===== config.mk =====
export PLATFORM = sky130hd
export DESIGN_NAME = unison_readout_capture
export DESIGN_NICKNAME = d
export VERILOG_FILES = /design/src/rtl/unison_readout_capture.sv
export SDC_FILE = /design/constraint.sdc
export NUM_CORES = 1
export LEC_CHECK = 0
export BUFFER_PORTS_ARGS = -buffer_cell sky130_fd_sc_hd__buf_2
export CAP_MARGIN = 20
export CORE_MARGIN = 5
export CORE_UTILIZATION = 45
export CTS_CLUSTER_DIAMETER = 150
export CTS_CLUSTER_SIZE = 28
export DETAILED_ROUTE_END_ITERATION = 8
export GPL_ROUTABILITY_DRIVEN = 0
export PLACE_DENSITY = 0.72
export SETUP_SLACK_MARGIN = 0.3
export SLEW_MARGIN = 20
export SYNTH_ARGS = -nofsm -noshare
export SYNTH_HDL_FRONTEND = slang
export SYNTH_SLANG_ARGS = --single-unit

===== constraint.sdc =====
create_clock -name clk_master -period 12.5 [get_ports clk_master]
set_input_delay 0.625 -clock clk_master [delete_from_list [all_inputs] [get_ports clk_master]]
set_output_delay 0.625 -clock clk_master [all_outputs]
set_load 0.03 [all_outputs]

===== src/rtl/unison_readout_capture.sv =====
// unison_readout_capture
// ----------------------------------------------------------------------------
// Captures the logic-analyzer readout lanes of one digital_unison instance.
// Each enabled clk_master cycle samples {read_out_I, read_out_Q} as one nibble.
// Nibbles are packed LSB-first into WORD_W-bit words. Each word is buffered
// in a first-word-fall-through FIFO that firmware drains at its own pace.
//
// Parameters:
//   WORD_W : packed word width (multiple of 4, >= 8); NIB = WORD_W/4 samples
//   DEPTH  : FIFO depth in words (power of 2, >= 2); AW = $clog2(DEPTH)
//
// Ports:
//   clk_master  in  1        sole clock, rising edge
//   rstb        in  1        asynchronous active-low reset
//   cap_en      in  1        level capture enable
//   read_out_I  in  2        I-lane readout (nibble bits [3:2])
//   read_out_Q  in  2        Q-lane readout (nibble bits [1:0])
//   rd_en       in  1        pop request (ignored while empty)
//   rd_data     out WORD_W   FIFO head word, 0 while rd_valid=0
//   rd_valid    out 1        FIFO non-empty
//   fifo_count  out AW+1     words stored, 0..DEPTH
//   overflow    out 1        sticky: a completed word was dropped
//   clr_ovf     in  1        synchronous clear of overflow (set wins)
//
// Optional feature (macro READOUT_PARITY_EN):
//   Adds the output rd_parity. This bit is the XOR of the head word. It is
//   computed at push and stored next to the word in the FIFO. It reads 0
//   while the FIFO is empty.
// ----------------------------------------------------------------------------
module unison_readout_capture #(
  parameter int WORD_W = 32,
  parameter int DEPTH  = 8,
  localparam int AW    = $clog2(DEPTH)
) (
  input  logic              clk_master,
  input  logic              rstb,
  input  logic              cap_en,
  input  logic [1:0]        read_out_I,
  input  logic [1:0]        read_out_Q,
  input  logic              rd_en,
  output logic [WORD_W-1:0] rd_data,
  output logic              rd_valid,
  output logic [AW:0]       fifo_count,
  output logic              overflow,
`ifdef READOUT_PARITY_EN
  output logic              rd_parity,
`endif
  input  logic              clr_ovf
);

  localparam int NIB   = WORD_W / 4;
  localparam int CW    = $clog2(NIB);
  localparam int CNT_W = AW + 1;
`ifdef READOUT_PARITY_EN
  localparam int MW    = WORD_W + 1;
`else
  localparam int MW    = WORD_W;
`endif

`ifdef READOUT_PARITY_EN
  // Even-parity helper: XOR of every bit of a packed word
  function automatic logic word_parity(input logic [WORD_W-1:0] w);
    return ^w;
  endfunction
`endif

  logic [3:0]        nib_s;
  logic [CW-1:0]     pack_cnt_r;
  logic [WORD_W-1:0] shift_r;
  logic [WORD_W-1:0] word_s;
  logic              push_s;
  logic              pop_s;
  logic              full_s;
  logic              empty_s;
  logic              wr_ok_s;
  logic              ovf_set_s;
  logic [AW-1:0]     wr_ptr_r;
  logic [AW-1:0]     rd_ptr_r;
  logic [CNT_W-1:0]  count_r;
  logic              overflow_r;
  logic [MW-1:0]     mem_r [DEPTH];
  logic [MW-1:0]     entry_s;
  logic [MW-1:0]     head_s;

  assign nib_s = {read_out_I, read_out_Q};

  // Word being assembled, with the current nibble already merged in. The
  // push edge uses this so the final nibble lands in the stored word.
  always_comb begin
    word_s = shift_r;
    word_s[{pack_cnt_r, 2'b00} +: 4] = nib_s;
  end

  // FIFO control. Full and empty come from the count, never from the pointers.
  always_comb begin
    push_s    = cap_en && (pack_cnt_r == CW'(NIB - 1));
    full_s    = (count_r == CNT_W'(DEPTH));
    empty_s   = (count_r == {CNT_W{1'b0}});
    pop_s     = rd_en && !empty_s;
    // A full FIFO still accepts a word when a pop frees a slot on the same edge
    wr_ok_s   = push_s && (!full_s || pop_s);
    ovf_set_s = push_s && full_s && !pop_s;
  end

`ifdef READOUT_PARITY_EN
  // Storage entry: parity bit above the data word
  always_comb begin
    entry_s = {word_parity(word_s), word_s};
  end
`else
  // Storage entry: data word only
  always_comb begin
    entry_s = word_s;
  end
`endif

  // Pack counter and shift register. Dropping cap_en discards the partial word.
  always_ff @(posedge clk_master or negedge rstb) begin
    if (!rstb) begin
      pack_cnt_r <= {CW{1'b0}};
      shift_r    <= {WORD_W{1'b0}};
    end else if (!cap_en || push_s) begin
      pack_cnt_r <= {CW{1'b0}};
      shift_r    <= {WORD_W{1'b0}};
    end else begin
      pack_cnt_r <= pack_cnt_r + CW'(1);
      shift_r    <= word_s;
    end
  end

  // Write and read pointers, wrapping modulo DEPTH
  always_ff @(posedge clk_master or negedge rstb) begin
    if (!rstb) begin
      wr_ptr_r <= {AW{1'b0}};
      rd_ptr_r <= {AW{1'b0}};
    end else begin
      if (wr_ok_s) begin
        wr_ptr_r <= wr_ptr_r + AW'(1);
      end
      if (pop_s) begin
        rd_ptr_r <= rd_ptr_r + AW'(1);
      end
    end
  end

  // Fill level: pushes minus pops
  always_ff @(posedge clk_master or negedge rstb) begin
    if (!rstb) begin
      count_r <= {CNT_W{1'b0}};
    end else begin
      case ({wr_ok_s, pop_s})
        2'b10:   count_r <= count_r + CNT_W'(1);
        2'b01:   count_r <= count_r - CNT_W'(1);
        default: count_r <= count_r;
      endcase
    end
  end

  // Sticky overflow. A new drop on the same edge as clr_ovf keeps it set.
  always_ff @(posedge clk_master or negedge rstb) begin
    if (!rstb) begin
      overflow_r <= 1'b0;
    end else if (ovf_set_s) begin
      overflow_r <= 1'b1;
    end else if (clr_ovf) begin
      overflow_r <= 1'b0;
    end else begin
      overflow_r <= overflow_r;
    end
  end

  // FIFO storage. It has no reset because reads are gated by rd_valid.
  always_ff @(posedge clk_master) begin
    if (wr_ok_s) begin
      mem_r[wr_ptr_r] <= entry_s;
    end
  end

  // First-word-fall-through head. It is forced to 0 while the FIFO is empty.
  always_comb begin
    head_s = mem_r[rd_ptr_r];
    if (!empty_s) begin
      rd_data = head_s[WORD_W-1:0];
    end else begin
      rd_data = {WORD_W{1'b0}};
    end
  end

`ifdef READOUT_PARITY_EN
  // Stored parity travels with the head word
  always_comb begin
    if (!empty_s) begin
      rd_parity = head_s[WORD_W];
    end else begin
      rd_parity = 1'b0;
    end
  end
`endif

  assign rd_valid   = !empty_s;
  assign fifo_count = count_r;
  assign overflow   = overflow_r;

endmodule


### After elaboration in Yosys (flattened, before gate mapping)

Memories as Yosys holds them, arrays and structs flattened.
Cells that the tools add are included.

| storage, ports and cells | value |
|---|---|
| register bits after elaboration | 46 |
| memory bits (writable) | 256 |
| output and inout bits | 38 |
| word-level logic and storage cells | 42 |
| memories kept | 1 |

| cells by class | value |
|---|---|
| $add $sub $neg | 6 |
| eq/ne operators | 4 |
| shift-type cells | 2 |
| mux-type cells | 9 |
| reduce and logical (&&, ||, !) cells | 14 |

Memories:

| memory | words | bits a word | rd ports | clocked after Yosys merged registers in | wr ports | line | source |
|---|---|---|---|---|---|---|---|
| mem_r | 8 | 32 | 1 | 0 | 1 | 81 | `logic [MW-1:0] mem_r [DEPTH];` |

Operators by type and width:

| operator | count |
|---|---|
| two-way mux 32 bit | 2 |
| bitwise mux 32 bit | 1 |
| variable shift 4 x 7 -> 32 bit (first input constant) | 1 |
| indexed part select 4 x 7 -> 32 bit | 1 |
| adder 3 x 1 -> 3 bit (second input constant) | 3 |
| case mux 4 bit (2 select lines) | 1 |
| negator 5 -> 7 bit | 1 |
| logical AND 1 bit | 5 |
| adder 4 x 1 -> 4 bit (second input constant) | 1 |
| == test 4 bit (second input constant) | 1 |
| logical NOT 1 bit | 4 |
| logical NOT 4 bit | 1 |
| two-way mux 1 bit | 4 |
| nonzero test 2 bit | 2 |
| subtractor 4 x 1 -> 4 bit (second input constant) | 1 |
| == test 3 bit (second input constant) | 1 |
| two-way mux 3 bit | 1 |
| == test 2 x 1 -> 1 bit (second input constant) | 1 |
| == test 2 bit (second input constant) | 1 |
| logical OR 1 bit | 2 |

### Longest topological paths before layout

| depth | value |
|---|---|
| word-level depth | 7 |
| mapped depth | 10 |
| mapped depth without buffers | 9 |

### Worst setup path after synthesis

Ideal clock, no wire load.

| timing | value |
|---|---|
| path type | register to register |
| from | reg pack_cnt_r[0] |
| to | mem mem_r[1][0] in the netlist's numbering, enable pin |
| setup time | 0.461 ns |
| arrival time | 3.621 ns |
| path slack | 8.418 ns |
| stages on the path, launching flop included | 7 |
| buffers on the path | 0 |
| path through | dfrtp_1 -> ha_1 -> ha_1 -> nand2_1 -> a21oi_1 -> nand2_1 -> nor3_1 |

| between the ends | value |
|---|---|
| cells in the longest elaborated chain, start to end | 5 |

RTL lines:

| what | line | source |
|---|---|---|
| from (decl) | 68 | `logic [CW-1:0] pack_cnt_r;` |
| from (signal assigned) | 120 | `pack_cnt_r <= {CW{1'b0}};` |
| from (signal assigned) | 123 | `pack_cnt_r <= {CW{1'b0}};` |
| from (signal assigned) | 126 | `pack_cnt_r <= pack_cnt_r + CW'(1);` |
| == test 3 bit | 96 | `push_s = cap_en && (pack_cnt_r == CW'(NIB - 1));` |
| logical AND 1 bit | 96 |  |
| logical AND 1 bit | 101 | `wr_ok_s = push_s && (!full_s \|\| pop_s);` |
| two-way mux 1 bit | 174 | `if (wr_ok_s) begin` |
| two-way mux 1 bit (implied by the code) | 175 | `mem_r[wr_ptr_r] <= entry_s;` |
| to (decl) | 81 |  |

No other way between the ends.

### Worst setup path after layout

| timing | value |
|---|---|
| from | reg rd_ptr_r[1] |
| to | out rd_data[0] |

| between the ends | value |
|---|---|
| cells in the longest elaborated chain, start to end | 2 |

RTL lines:

| what | line | source |
|---|---|---|
| from (decl) | 78 | `logic [AW-1:0] rd_ptr_r;` |
| from (signal assigned) | 135 | `rd_ptr_r <= {AW{1'b0}};` |
| from (signal assigned) | 141 | `rd_ptr_r <= rd_ptr_r + AW'(1);` |
| memory read (8 x 32 bit) | -- |  |
| two-way mux 32 bit | 182 | `if (!empty_s) begin` |
| to (decl) | 41 | `output logic [WORD_W-1:0] rd_data,` |

No other way between the ends.

==> impl_metrics.yaml <==
floorplanning:
  placeableCoreArea_um2: 26700
  die_height_um: 174
  width_of_the_chip_um: 174
  fp-row-count: 60
  floorplan.io_pins: 47
  start_util: 0.454
  die_area_um2: 30300
timing:
  max_slew_violation_count: 0
  report.final.setup_viol: 0
  timing.clock.skew_ns: 0.0205
  max_freq_mhz: 266
  finalHoldWorstSlack_ns: 0.244
  finalSetupTns_ns: 0
  fin_crit_ns: 3.75
  max_slew.worst_pin.slew_ns: 0.972
  timing.max_slew.rel_slack: 0.352
  rsz0062_at_grt: "false"
  hold_viol: 0
  post-route-period-util: 0.300
yosys:
  synth-simple-area-share: 0.0551
  synth_top_cells_by_area: "sky130_fd_sc_hd__edfxtp_1 (63%), sky130_fd_sc_hd__mux4_2 (12%), sky130_fd_sc_hd__dfrtp_1 (9.5%)"
  mappedNetlistNets: 637
  synth-compound-area-share: 0.00702
  synth_fa_ha_area_frac: 0.0103
  async_set_or_reset_flop_fraction_in_the_synthesized_netlist: 0.152
  synth_seq_area_share: 0.729
  synthTopCellsByCount: "sky130_fd_sc_hd__edfxtp_1 (256), sky130_fd_sc_hd__mux4_2 (64), sky130_fd_sc_hd__nor2_1 (48), sky130_fd_sc_hd__dfrtp_1 (46), sky130_fd_sc_hd__nor2b_1 (35)"
  synth_top_area_frac: 0.634
  yosysWarnings: 0
  synth-seq-cells: 302
  synthDistinctLibCells: 36
  synth_xor_area_frac: 0.00506
  post_synth_design_cell_area_um2: 12100
  synthMuxAreaShare: 0.179
  synthFlopType: "sky130_fd_sc_hd__edfxtp_1"
  gate_count_of_the_mapped_netlist: 618
  synth_top_family_by_area: "multiplexers"
  average_cell_area_after_synthesis_um2: 19.6
  synth_top_area_cell: "sky130_fd_sc_hd__edfxtp_1"
  synth_edf_count: 256
  post-synth-top-count-cell: "sky130_fd_sc_hd__edfxtp_1"
global_routing:
  grt_first_pass_wirelength_um: 35700
  grt.overflow.total: 0
  grt_use_total: 0.150
  antenna_violations_before_repair: 0
  pin_count_of_the_biggest_net_entering_global_routing: 66
  number_of_global_route_vias_before_repair: 6066
place:
  post-dp-hpwl_um: 14100
  place.port_buffers: 46
routing:
  drt-pass1-iter-count: 5
  vias: 5655
  drc: 0
  routed_wire_length_per_instance_um: 22.0
  first_iter_violations: 417
  finalWirelength_um: 22300
  avgViaCountPerCell: 5.57
  drt.antenna.violating_nets: 0
worst_setup_path:
  critical_path.reg2reg.endpoint: "mem_r[3][19]"
  number_of_cells_on_the_worst_reg_to_reg_path: 7
  path_max_fanout: 36
  cp.arrival_ns: 3.13
  required_time_at_the_worst_slack_endpoint_ns: 11.88
  critical_path_class: "reg -> out"
  timing.rr.start: "pack_cnt_r[0]"
  ff2ff_setup_slack_ns: 9.41
  cp-end-kind: "primary output"
  critPathLaunchType: "flop"
clock_tree:
  cts.htree.levels: 1
  cts_buffers: 14
  postCtsSetupRepairBufs: 0
  cts_hold_repair.buffers: 0
  max-clock-path-buffers: 3
  cts_root_buffer: "sky130_fd_sc_hd__clkbuf_16"
  cts.sink_count: 302
  clk_latency_ns: 0.49
  cts.reportedPaths.clkPinSlew_ns: 0.11
  tritoncts: "built"
  post_cts_resize_count: 0
power_and_ir_drop:
  total_power_density_per_cell_area_nw_per_um2: 179
  power.leakage_nw: 4.99
  vdd_ir_drop_max_mv: 0.0874
run_status:
  outcome: "finished clean"
job:
  max_cap_violations: 0
layout:
  area.growth.synth_to_final_pct: 10.0
  drive_gt1_frac: 0.260
  antenna_cells: 0
  fin_nets: 685
worst_hold_path:
  worstHoldPathType: "in -> async"
[sequential cells by signal (all words and copies together), names as in the netlist]
register    count
fifo_count      4
mem_r         256
overflow        1
pack_cnt_r      3
rd_ptr_r        3
shift_r        32
wr_ptr_r        3
[per-stage QoR]
stage | instances | area [um2] | utilization | worst slack [ns] | total power, W
floorplan | 618 | 12100 | - | 8.42 | 0.00175
global placement | 985 | 12800 | 0.477 | 9.20 | 0.00191
detailed placement | 991 | 12900 | 0.484 | 9.13 | 0.00192
CTS | 1015 | 13300 | 0.499 | 8.59 | 0.00242
global route | 1015 | 13300 | 0.499 | 8.46 | 0.00251
finish | 1015 | 13300 | 0.499 | 8.75 | 0.00239
[layer usage]
metal / global-route usage / part of all wire / vias up / routed length (um)
met3: 0.0200 / 0.041 / 26 / 906
met5: 0 / 0 / - / 0
li1: - / - / 2516 / -
met4: 0.0267 / 0.014 / 0 / 310
met1: 0.202 / 0.43 / 3000 / 9490
met2: 0.266 / 0.52 / 113 / 11600
[critical path: stages, from the launching register on]
cell and delay (ns):
sky130_fd_sc_hd__dfrtp_4 0.82, sky130_fd_sc_hd__buf_4 0.68, sky130_fd_sc_hd__mux4_2 0.59, sky130_fd_sc_hd__mux2i_1 0.25
sky130_fd_sc_hd__nor2_1 0.07, sky130_fd_sc_hd__buf_2 0.19
[worst max path at each step]
stage	start	to	cells past startpoint
after global routing	rd_ptr_r[1]	rd_data[0]	5
after CTS	rd_ptr_r[1]	rd_data[0]	5
after detailed placement	rd_ptr_r[1]	rd_data[0]	5
after global placement	rd_ptr_r[1]	rd_data[0]	5
final	rd_ptr_r[1]	rd_data[0]	5
after floorplan	pack_cnt_r[0]	mem_r[1][0]	6
[cells in the final DEF (no fill, tap or decap), drive strengths merged]
| master | n |
|---|---|
| inv | 7 |
| a22o | 1 |
| o41ai | 1 |
| nand3 | 7 |
| clkbuf | 23 |
| xor2 | 2 |
| xnor2 | 5 |
| mux2 | 35 |
| nor2 | 48 |
| ha | 10 |
| dfrtp | 46 |
| nand2 | 7 |
| edfxtp | 256 |
| and3 | 9 |
| nor3 | 5 |
| nand2b | 4 |
| mux2i | 33 |
| a31oi | 1 |
| and2 | 2 |
| clkinv | 1 |
| a21oi | 2 |
| mux4 | 64 |
| a21o | 1 |
| nor4 | 2 |
| o2111ai | 1 |
| buf | 60 |
| nor2b | 35 |
| or3 | 1 |
| o21ai | 2 |
| nor3b | 3 |
[where the power goes]
group / leakage, nW / switching, W / internal [W] / total, W
Sequential: 3.22 / 0.0000802 / 0.00110 / 0.00118
Combinational: 1.58 / 0.000395 / 0.000303 / 0.000698
Clock: 0.198 / 0.000283 / 0.000227 / 0.000510
Total: 4.99 / 0.000758 / 0.00163 / 0.00239
[final cells by class]
cell class,count,area [um2]
Clock buffer,23,405
Clock inverter,1,8.76
Fill cell,2131,13400
Inverter,7,26.3
Multi-Input combinational cell,281,3170
Sequential cell,302,8850
Tap cell,341,427
Timing Repair Buffer,60,455
[kinds of logic after synthesis]
group | Yosys count
AOI/OAI and AO/OA | 9
xor gates and xnor gates | 7
adders and majority gates | 10
buffers and inverters | 35
DFF | 302
muxes | 132
and+or+nand+nor | 123
No activity file was read; power rests on OpenSTA's default activity.
